[config.mk]
export PLATFORM = sky130hd
export DESIGN_NAME = alu_muldiv_seq
export DESIGN_NICKNAME = d
export VERILOG_FILES = /design/src/rtl/alu_muldiv_seq.sv
export SDC_FILE = /design/constraint.sdc
export NUM_CORES = 1
export LEC_CHECK = 0
export BUFFER_PORTS_ARGS = -buffer_cell sky130_fd_sc_hd__buf_2
export CAP_MARGIN = 20
export CORE_ASPECT_RATIO = 1.75
export CORE_MARGIN = 3
export CORE_UTILIZATION = 54
export CTS_CLUSTER_DIAMETER = 40
export DETAILED_ROUTE_END_ITERATION = 7
export PLACE_DENSITY = 0.73
export SLEW_MARGIN = 20
export SYNTH_ARGS = -nofsm -noshare
export SYNTH_HDL_FRONTEND = slang
export SYNTH_SLANG_ARGS = --single-unit
[constraint.sdc]
create_clock -name clk -period 10.19 [get_ports clk]
set_input_delay 0 -clock clk [delete_from_list [all_inputs] [get_ports clk]]
set_output_delay 0 -clock clk [all_outputs]
set_load 0.005 [all_outputs]
[src/rtl/alu_muldiv_seq.sv]
// Sequential MULT/MULTU/DIV/DIVU unit owning the HI/LO registers.
// Radix-2 shift-add multiply and restoring divide on operand magnitudes, sign fixed up at the end.
module alu_muldiv_seq #(
  parameter int WIDTH = 32,
  parameter int CNT_W = 6
) (
  input  logic             clk,
  input  logic             reset,
  input  logic             start,
  input  logic [1:0]       op,
  input  logic [WIDTH-1:0] A,
  input  logic [WIDTH-1:0] B,
  input  logic             hi_we,
  input  logic             lo_we,
  input  logic [WIDTH-1:0] wdata,
  output logic             busy,
  output logic             done,
  output logic [WIDTH-1:0] hi,
  output logic [WIDTH-1:0] lo,
  output logic             div_zero,
  output logic             ovf
);

  typedef enum logic [1:0] {IDLE, CALC, FIX} state_t;

  localparam logic [WIDTH-1:0] MIN_V = {1'b1, {(WIDTH-1){1'b0}}};
  localparam logic [CNT_W-1:0] LAST  = CNT_W'(WIDTH-1);

  state_t             state_q, state_d;
  logic [CNT_W-1:0]   cnt_q;
  logic               is_div_q, bzero_q, ovfc_q, qneg_q, rneg_q;
  logic [WIDTH-1:0]   araw_q, amag_q, bmag_q, work_q;
  logic [2*WIDTH-1:0] acc_q;
  logic [WIDTH-1:0]   hi_q, lo_q;
  logic               done_q, dz_q, ovf_q;

  logic               accept, dwrite;
  logic               a_neg, b_neg;
  logic [WIDTH-1:0]   a_abs, b_abs;
  logic [WIDTH:0]     mul_sum, div_sh, div_diff;
  logic               qbit;
  logic [2*WIDTH-1:0] step_acc, prod;
  logic [WIDTH-1:0]   step_work, quo, rem;

  // State register
  always_ff @(posedge clk or negedge reset) begin
    if (!reset) state_q <= IDLE;
    else        state_q <= state_d;
  end

  // Next-state logic
  always_comb begin
    state_d = state_q;
    unique case (state_q)
      IDLE:    if (start) state_d = CALC;
      CALC:    if (cnt_q == LAST) state_d = FIX;
      FIX:     state_d = IDLE;
      default: state_d = IDLE;
    endcase
  end

  // Output / control decode
  always_comb begin
    busy   = (state_q != IDLE);
    accept = (state_q == IDLE) && start;
    dwrite = (state_q == IDLE) && !start;
  end

  assign done     = done_q;
  assign hi       = hi_q;
  assign lo       = lo_q;
  assign div_zero = dz_q;
  assign ovf      = ovf_q;

  // Operand magnitudes; op[0] selects signed interpretation
  always_comb begin
    a_neg = op[0] & A[WIDTH-1];
    b_neg = op[0] & B[WIDTH-1];
    a_abs = a_neg ? -A : A;
    b_abs = b_neg ? -B : B;
  end

  // One iteration: multiply shifts the product right, divide shifts the dividend left
  always_comb begin
    mul_sum   = {1'b0, acc_q[2*WIDTH-1:WIDTH]} + (work_q[0] ? {1'b0, amag_q} : '0);
    div_sh    = {acc_q[2*WIDTH-1:WIDTH], work_q[WIDTH-1]};
    div_diff  = div_sh - {1'b0, bmag_q};
    qbit      = ~div_diff[WIDTH];
    if (is_div_q) begin
      step_acc  = {(qbit ? div_diff[WIDTH-1:0] : div_sh[WIDTH-1:0]), acc_q[WIDTH-2:0], qbit};
      step_work = work_q << 1;
    end else begin
      step_acc  = {mul_sum, acc_q[WIDTH-1:1]};
      step_work = work_q >> 1;
    end
    prod = qneg_q ? -acc_q : acc_q;
    quo  = qneg_q ? -acc_q[WIDTH-1:0] : acc_q[WIDTH-1:0];
    rem  = rneg_q ? -acc_q[2*WIDTH-1:WIDTH] : acc_q[2*WIDTH-1:WIDTH];
  end

  always_ff @(posedge clk or negedge reset) begin
    if (!reset) begin
      cnt_q    <= '0;
      is_div_q <= 1'b0;
      bzero_q  <= 1'b0;
      ovfc_q   <= 1'b0;
      qneg_q   <= 1'b0;
      rneg_q   <= 1'b0;
      araw_q   <= '0;
      amag_q   <= '0;
      bmag_q   <= '0;
      work_q   <= '0;
      acc_q    <= '0;
      hi_q     <= '0;
      lo_q     <= '0;
      done_q   <= 1'b0;
      dz_q     <= 1'b0;
      ovf_q    <= 1'b0;
    end else begin
      done_q <= (state_q == FIX);
      unique case (state_q)
        IDLE: begin
          if (accept) begin
            is_div_q <= op[1];
            araw_q   <= A;
            amag_q   <= a_abs;
            bmag_q   <= b_abs;
            work_q   <= op[1] ? a_abs : b_abs;
            acc_q    <= '0;
            cnt_q    <= '0;
            qneg_q   <= a_neg ^ b_neg;
            rneg_q   <= a_neg;
            bzero_q  <= (B == '0);
            ovfc_q   <= (op == 2'b11) && (A == MIN_V) && (B == '1);
          end else if (dwrite) begin
            if (hi_we) hi_q <= wdata;
            if (lo_we) lo_q <= wdata;
          end
        end
        CALC: begin
          acc_q  <= step_acc;
          work_q <= step_work;
          cnt_q  <= cnt_q + 1'b1;
        end
        FIX: begin
          dz_q  <= is_div_q & bzero_q;
          ovf_q <= is_div_q & ovfc_q & ~bzero_q;
          if (!is_div_q) begin
            {hi_q, lo_q} <= prod;
          end else if (bzero_q) begin
            hi_q <= araw_q;
            lo_q <= '1;
          end else if (ovfc_q) begin
            hi_q <= '0;
            lo_q <= MIN_V;
          end else begin
            hi_q <= rem;
            lo_q <= quo;
          end
        end
        default: ;
      endcase
    end
  end

endmodule

==> results of run 1 <==
## final cells by class
class	count	area [um^2]	share of cell area [%]
antenna	1	2.50	0.0110
clock buffer	43	946	4.16
clock inverter	18	216	0.953
inverter	67	251	1.11
multi-input combinational	1894	11900	52.4
sequential	271	6790	29.9
tap	465	582	2.56
timing repair buffer	292	2030	8.93
## routing by layer
metal	part of all wire, %	global-route usage (%)	up-vias
met5	0	0	-
met4	11	35.5	0
met3	7.6	8.44	384
met2	48	67.7	993
met1	33	40.4	9311
li1	-	-	8862
## power by group through the flow
| stage | Combinational [mW] | Clock (mW) | Sequential (mW) |
|---|---|---|---|
| after floorplan | 2.77 | 0 | 1.76 |
| after global placement | 3.67 | 0 | 1.99 |
| after detailed placement | 3.71 | 0 | 2.01 |
| after CTS | 3.76 | 1.28 | 1.99 |
| after global routing | 4.18 | 1.32 | 2.05 |
| final | 3.85 | 1.28 | 2.00 |
## cell families after synthesis
| family | after synthesis |
|---|---|
| AOI/OAI and AO/OA | 712 |
| xor gates and xnor gates | 201 |
| muxes | 118 |
| adders and majority gates | 72 |
| and+or+nand+nor | 791 |
| buffers and inverters | 232 |
| DFF | 271 |
## synth_stat cells (all sizes together) (31+ instances only)
cell type / n / area [um^2]
inv: 65 / 244
a22oi: 32 / 240
xor2: 80 / 701
o31ai: 31 / 233
a31oi: 47 / 294
dfrtp: 271 / 6780
and2: 44 / 275
a21oi: 139 / 699
nand2: 436 / 1640
mux2i: 111 / 1110
nor2: 120 / 450
clkbuf: 145 / 547
xnor2: 121 / 1060
ha: 70 / 876
o21ai: 279 / 1400
## sequential cells by signal, indices dropped and copies added, names as in the netlist, 2 cells and up
signal / flops
cnt_q: 6
lo: 32
amag_q: 31
araw_q: 32
state_q: 2
acc_q: 64
bmag_q: 32
work_q: 32
hi: 32
## worst min-delay path, stage by stage
cell     delay (ns)
buf_2          0.14
xnor2_1        0.20
o21ai_0        0.19
## repair_timing
item / 4_1_cts / 5_1_grt
endpoints found under the hold margin: 236 / 0
hold buffers: 91 / 0
buffers inserted: 0 / 0
## worst max-delay path by stage
stage,start,endpoint,slack [ns],depth (start not counted)
floorplan,acc_q[32]$_DFFE_PN0P_,hi[28]$_DFFE_PN0P_,6.69,12
global placement,acc_q[34]$_DFFE_PN0P_,acc_q[62]$_DFFE_PN0P_,5.39,11
detailed placement,acc_q[34]$_DFFE_PN0P_,acc_q[62]$_DFFE_PN0P_,5.30,11
CTS,acc_q[34]$_DFFE_PN0P_,acc_q[62]$_DFFE_PN0P_,5.27,11
global route,work_q[31]$_DFFE_PN0P_,acc_q[62]$_DFFE_PN0P_,5.12,13
finish,acc_q[34]$_DFFE_PN0P_,acc_q[62]$_DFFE_PN0P_,5.31,11
## stage by stage
step	cell area (um^2)	utilization (%)
after floorplan	19500	-
after global placement	20600	58.2
after detailed placement	20600	58.2
after CTS	22700	64.1
after global routing	22700	64.1
final	22700	64.1
==> qor.txt, run 1 <==
Setup TNS = 0 ns
Worst reg-to-reg path cell count = 11
Hold EP = bmag_q[15]$_DFFE_PN0P_
Worst setup EP type = flip-flop
Reg2reg end = acc_q[62]$_DFFE_PN0P_
Post-Syn Area = 19,500 um^2
Cell internal pwr = 3.78 mW
Switching share of total power = 47.0%
EDFF count, synth = 0
Clock buffer depth = 3
Slew Viols, Final = 0
Outcome = finished, final reports clean
Placer Congestion = 0.986
Worst r2r src = acc_q[34]$_DFFE_PN0P_
Critical Path Max Stage Delay = 0.58 ns
CP bufs+invs = 1
H-Tree Depth = 2
Routed wire length = 78,200 um
Final setup fails = 0
Vias/cell = 6.41
Asr flop ratio synth = 100%
Clk_lat worst skew = 0.54 ns
Mux contribution to synthesized area = 6.10%
Die extent in y = 257 um
Critical path fanouts, max = 18
Fin. Hold Viols = 0
Post-Synth Simple-Gate Area = 18.3%
CORE AREA = 35,400 um^2
Pwr dens = 314 nW/um^2
I/O Buffers = 170
Crit path max-delay family = compound AO/OA/AOI/OAI gates
Leakage = 10.2 nW
Relative slew margins = 25.8%
PnR worst setup slack = 5.31 ns
Most common library cell in the layout ignoring fill and taps = nand2_1
Data required, critical path = 10.61 ns
First-pass GRT wire length = 116,000 um
CTS clk-pin slew, worst paths = 0.07 ns
Crit Path Class = flip-flop to flip-flop
Initial DRT Pass Iterations = 8
Switching pwr = 3.35 mW
Adder-cell share of the synthesized area = 4.69%
Most frequent CP cell = a221o_1
CTS tree = built
Critical path arrival = 5.30 ns
Core Rows = 91
Fmax = 0.205 GHz
Total Power = 7.13 mW
Remaining DRCs = 0
Largest net degree at the start of global routing = 130
Post-synth top flop = dfrtp_1
Most frequent cells in the layout = 435 x nand2_1, 278 x o21ai_0, 269 x dfrtp_1
Syn avg cell area = 8.14 um^2
Total Die Area = 38,500 um^2
Largest family of logic cells by synthesized area = compound AO/OA/AOI/OAI gates
Routed Antenna Nets = 0
Top Ports = 171
Skew final = 0.0215 ns
Compound-Gate Fraction of Synth Area = 22.5%
Crit path time final = 4.88 ns
Number of max-cap violations = 0
Worst-Margin Slew = 1.11 ns
Logic pwr share = 54.0%
Worst min-delay path class = input pin to flip-flop
Synthesized net count = 2,572
Fillcell total = 3,037
Chip Width = 150 um
Overall overflow remaining after global route = 0
Sequential power share = 28.1%
Crit path launch type = flip-flop
Worst hold path startpoint = B[15]
XOR/XNOR Fraction of Synth Area = 9.02%
HPWL Detailed = 57,700 um
Total CTS buffers = 34
Vias in the first global route = 19,500
Root Driver = clkbuf_16
Unrepaired setup endpoints after global routing = no
Critical Path, Cell by Cell = ha_1, o211ai_1, a21oi_1, o41a_1, a211oi_1, o21ai_0, a221o_1, xor2_4, buf_4, mux2_2, a221o_1
Post_cts resized = 0
DR iter-0 viols = 1,646
Share of layout cells above drive strength 1 = 11.3%
Antenna violations before repair = 3
Total Nets Final = 2,735
Peak VDD IR = 174 uV
Area growth syn-to-layout = 16.4%
Finished Layout Cells = 3,051
GRT Overall Usage = 39.9%
Seq/Total Area, Yosys = 34.8%
Flop-to-flop setup slack = 5.31 ns
#FFs+latches synth = 271
Slowest-stage cell, CP = xor2_4
Yosys cell types = 74
DP Cell Count = 2,897
Hold path cells = 3
Worst Hold Margin = 0.0570 ns
Via Count = 19,600
Setup WS pre-CTS = 5.30 ns
WL/cell = 25.6 um
Clk sinks = 271
Clock power frac = 17.9%
Tcrit/Tclk final = 47.9%
Cells after Synth = 2,397
Starting density of the core = 55.1%
Ys Warns = 0
Power figures use the tool's default switching activity.
==> run 2: changes to the inputs <==
--- a/config.mk
+++ b/config.mk
@@ -12,7 +12,7 @@
 export CORE_UTILIZATION = 54
 export CTS_CLUSTER_DIAMETER = 40
 export DETAILED_ROUTE_END_ITERATION = 7
-export PLACE_DENSITY = 0.73
+export PLACE_DENSITY = 0.76
 export SLEW_MARGIN = 20
 export SYNTH_ARGS = -nofsm -noshare
 export SYNTH_HDL_FRONTEND = slang
==> constraint.sdc (replaced) <==
create_clock -name clk -period 4.15 [get_ports clk]
set_input_delay 0 -clock clk [delete_from_list [all_inputs] [get_ports clk]]
set_output_delay 0 -clock clk [all_outputs]
set_load 0.005 [all_outputs]
==> run 2 against run 1 <==
Sequential power grew 150%. Critical path type unchanged. First-iteration DRC count grew 21%. Sequential share of layout area shrank 0.46 points. Power grew to 2.5 times the previous value. Die area is the same. Fmax grew 23%.
==> qor.txt, run 2 (synthesized netlist as in run 1, its figures left out) <==
Outcome = finished, final reports clean
Remaining DRCs = 0 (unchanged)
Hold EP = bmag_q[17]$_DFFE_PN0P_
Placer Congestion = 1.10 (+12%)
Unrepaired setup endpoints after global routing = no
CTS clk-pin slew, worst paths = 0.07 ns (about the same)
H-Tree Depth = 1 (-1)
Most frequent CP cell = a221o_1
Crit Path Class = flip-flop to flip-flop
Critical Path Max Stage Delay = 0.76 ns (+0.18 ns)
Worst reg-to-reg path cell count = 12 (+1)
Critical path fanouts, max = 6 (-12)
Placed inst area = 21,000 um^2 (+1.7%)
Worst min-delay path class = input pin to flip-flop
Critical path arrival = 4.48 ns (-0.82 ns)
Area growth syn-to-layout = 18.2%
Setup WS pre-CTS = 0.281 ns (-5.02 ns)
Largest Register = acc_q
Vias in the first global route = 19,700 (+0.53%)
Clk_lat worst skew = 0.62 ns (+0.08 ns)
Logic pwr share = 56.3% (+2.3 points)
Setup TNS = 0 ns (unchanged)
DP Cell Count = 2,945 (+1.7%)
Via Count = 20,100 (+2.7%)
I/O Buffers = 170 (unchanged)
CTS tree = built
Antenna violations before repair = 7 (+4)
Final setup fails = 0 (unchanged)
Fillcell total = 2,912 (-4.1%)
Worst hold path startpoint = B[17]
WL/cell = 25.0 um (-2.6%)
Share of layout cells above drive strength 1 = 12.8% (+1.5 points)
Slew Viols, Final = 0 (unchanged)
DR iter-0 viols = 1,985 (+21%)
Die extent in y = 257 um (unchanged)
Chip Width = 150 um (unchanged)
Skew final = 0.0311 ns (+0.00958 ns)
Overall overflow remaining after global route = 0 (unchanged)
Crit path max-delay family = compound AO/OA/AOI/OAI gates
Cell internal pwr = 9.49 mW (+150%)
Fmax = 0.251 GHz (+23%)
Routed wire length = 77,600 um (-0.75%)
Data required, critical path = 4.64 ns (-5.97 ns)
Hold path cells = 3 (unchanged)
Most frequent cells in the layout = 435 x nand2_1, 278 x o21ai_0, 269 x dfrtp_1
Clock buffer depth = 3 (unchanged)
Slowest-stage cell, CP = xnor2_1
Most common library cell in the layout ignoring fill and taps = nand2_1
First-pass GRT wire length = 116,000 um (-0.35%)
Root Driver = clkbuf_16
Finished Layout Cells = 3,110 (+1.9%)
Clk sinks = 271 (unchanged)
Flop-to-flop setup slack = 0.17 ns (-5.14 ns)
Vias/cell = 6.46 (+0.79%)
Peak VDD IR = 441 uV (+150%)
Crit path launch type = flip-flop
PnR worst setup slack = 0.166 ns (-5.14 ns)
CORE AREA = 35,400 um^2 (unchanged)
Core Rows = 91 (unchanged)
Top Ports = 171 (unchanged)
Worst setup EP type = flip-flop
Reg2reg end = acc_q[33]$_DFFE_PN0P_
CP bufs+invs = 1 (unchanged)
Critical Path, Cell by Cell = inv_1, ha_1, fa_1, nand2b_1, a21oi_1, o41a_1, a211oi_1, o21ai_0, a221o_1, xnor2_1, mux2i_1, a221o_1
Largest net degree at the start of global routing = 107 (-18%)
Tcrit/Tclk final = 96.0% (+48 points)
HPWL Detailed = 57,300 um (-0.66%)
Worst-Margin Slew = 1.14 ns (+0.0287 ns)
Initial DRT Pass Iterations = 6 (-2)
Total Nets Final = 2,791 (+2.0%)
Relative slew margins = 23.9% (-1.9 points)
Total Die Area = 38,500 um^2 (unchanged)
Fin. Hold Viols = 0 (unchanged)
Total Power = 17.9 mW (+150%)
Clock power frac = 16.2% (-1.7 points)
Leakage = 10.4 nW (+2.2%)
Total CTS buffers = 31 (-8.8%)
Switching share of total power = 46.8% (-0.13 points)
Sequential power share = 27.5% (-0.6 points)
Crit path time final = 3.98 ns (-0.900 ns)
Starting density of the core = 55.1% (unchanged)
Number of flip-flops in the largest register = 64 (unchanged)
Routed Antenna Nets = 0 (unchanged)
Number of max-cap violations = 0 (unchanged)
Switching pwr = 8.36 mW (+150%)
Post-Layout Inst Area = 23,100 um^2 (+1.5%)
Pwr dens = 774 nW/um^2 (+150%)
GRT Overall Usage = 39.3% (-0.53 points)
Worst r2r src = work_q[31]$_DFFE_PN0P_
## run 2: cell count changes in the layout (fill, tap and decap cells not counted), sizes merged
cell | previous run | this run
buf | 201 | 254
clkbuf | 43 | 39
clkinv | 8 | 6
clkinvlp | 0 | 1
diode | 1 | 7
dlygate4sd3 | 91 | 97
inv | 74 | 73
## run 2: cell type report
class / count / area [um^2] / share of cell area [%]
multi-input cells: 1894 / 11900 / 51.6
flip-flops and latches: 271 / 6790 / 29.4
repair buffers: 351 / 2470 / 10.7
clock buffers: 39 / 836 / 3.62
well taps: 465 / 582 / 2.52
inverters: 67 / 251 / 1.09
clock inverters: 16 / 221 / 0.960
diodes: 7 / 17.5 / 0.0759
## run 2: worst min-delay path, cell delays in order
cell,delay (ns)
buf_2,0.14
xnor2_1,0.22
o21ai_0,0.20
## run 2: worst max-delay path by stage
stage,start,slack [ns],endpoint,depth (start not counted)
after floorplan,acc_q[32]$_DFFE_PN0P_,0.65,hi[28]$_DFFE_PN0P_,12
after global placement,acc_q[32]$_DFFE_PN0P_,0.36,acc_q[33]$_DFFE_PN0P_,11
after detailed placement,work_q[31]$_DFFE_PN0P_,0.28,acc_q[52]$_DFFE_PN0P_,13
after CTS,work_q[31]$_DFFE_PN0P_,0.22,acc_q[49]$_DFFE_PN0P_,13
after global routing,work_q[31]$_DFFE_PN0P_,0.04,acc_q[33]$_DFFE_PN0P_,12
final,work_q[31]$_DFFE_PN0P_,0.17,acc_q[33]$_DFFE_PN0P_,12
## run 2: power by group through the flow
stage / Combinational (mW) / Clock, mW / Sequential [mW]
3_5_place_dp: 9.50 / 0 / 4.86
4_1_cts: 9.63 / 2.91 / 4.83
6_report: 10.0 / 2.90 / 4.90
2_1_floorplan: 6.81 / 0 / 4.33
3_3_place_gp: 9.31 / 0 / 4.82
5_1_grt: 10.9 / 3.00 / 4.97
## run 2: metrics by stage
stage               hold WS [ns]  util, %
floorplan                 -0.296        -
global placement           0.119     59.2
detailed placement         0.127     59.2
CTS                     0.000464     64.9
global route              0.0170     65.1
finish                   0.00874     65.1
## run 2: layer usage
layer | track usage (%) | wire, um | vias up
met5 | 0 | 13 | -
met4 | 38.1 | 9600 | 2
met3 | 6.98 | 6270 | 409
met2 | 64.8 | 36500 | 1192
met1 | 41.2 | 25200 | 9509
li1 | - | - | 8973
## run 2: repair_timing
action	in CTS	in global routing
buffers inserted	0	6
setup endpoints to repair	0	1
hold buffers	97	0
resized for setup	0	0
hold endpoints to repair	268	0
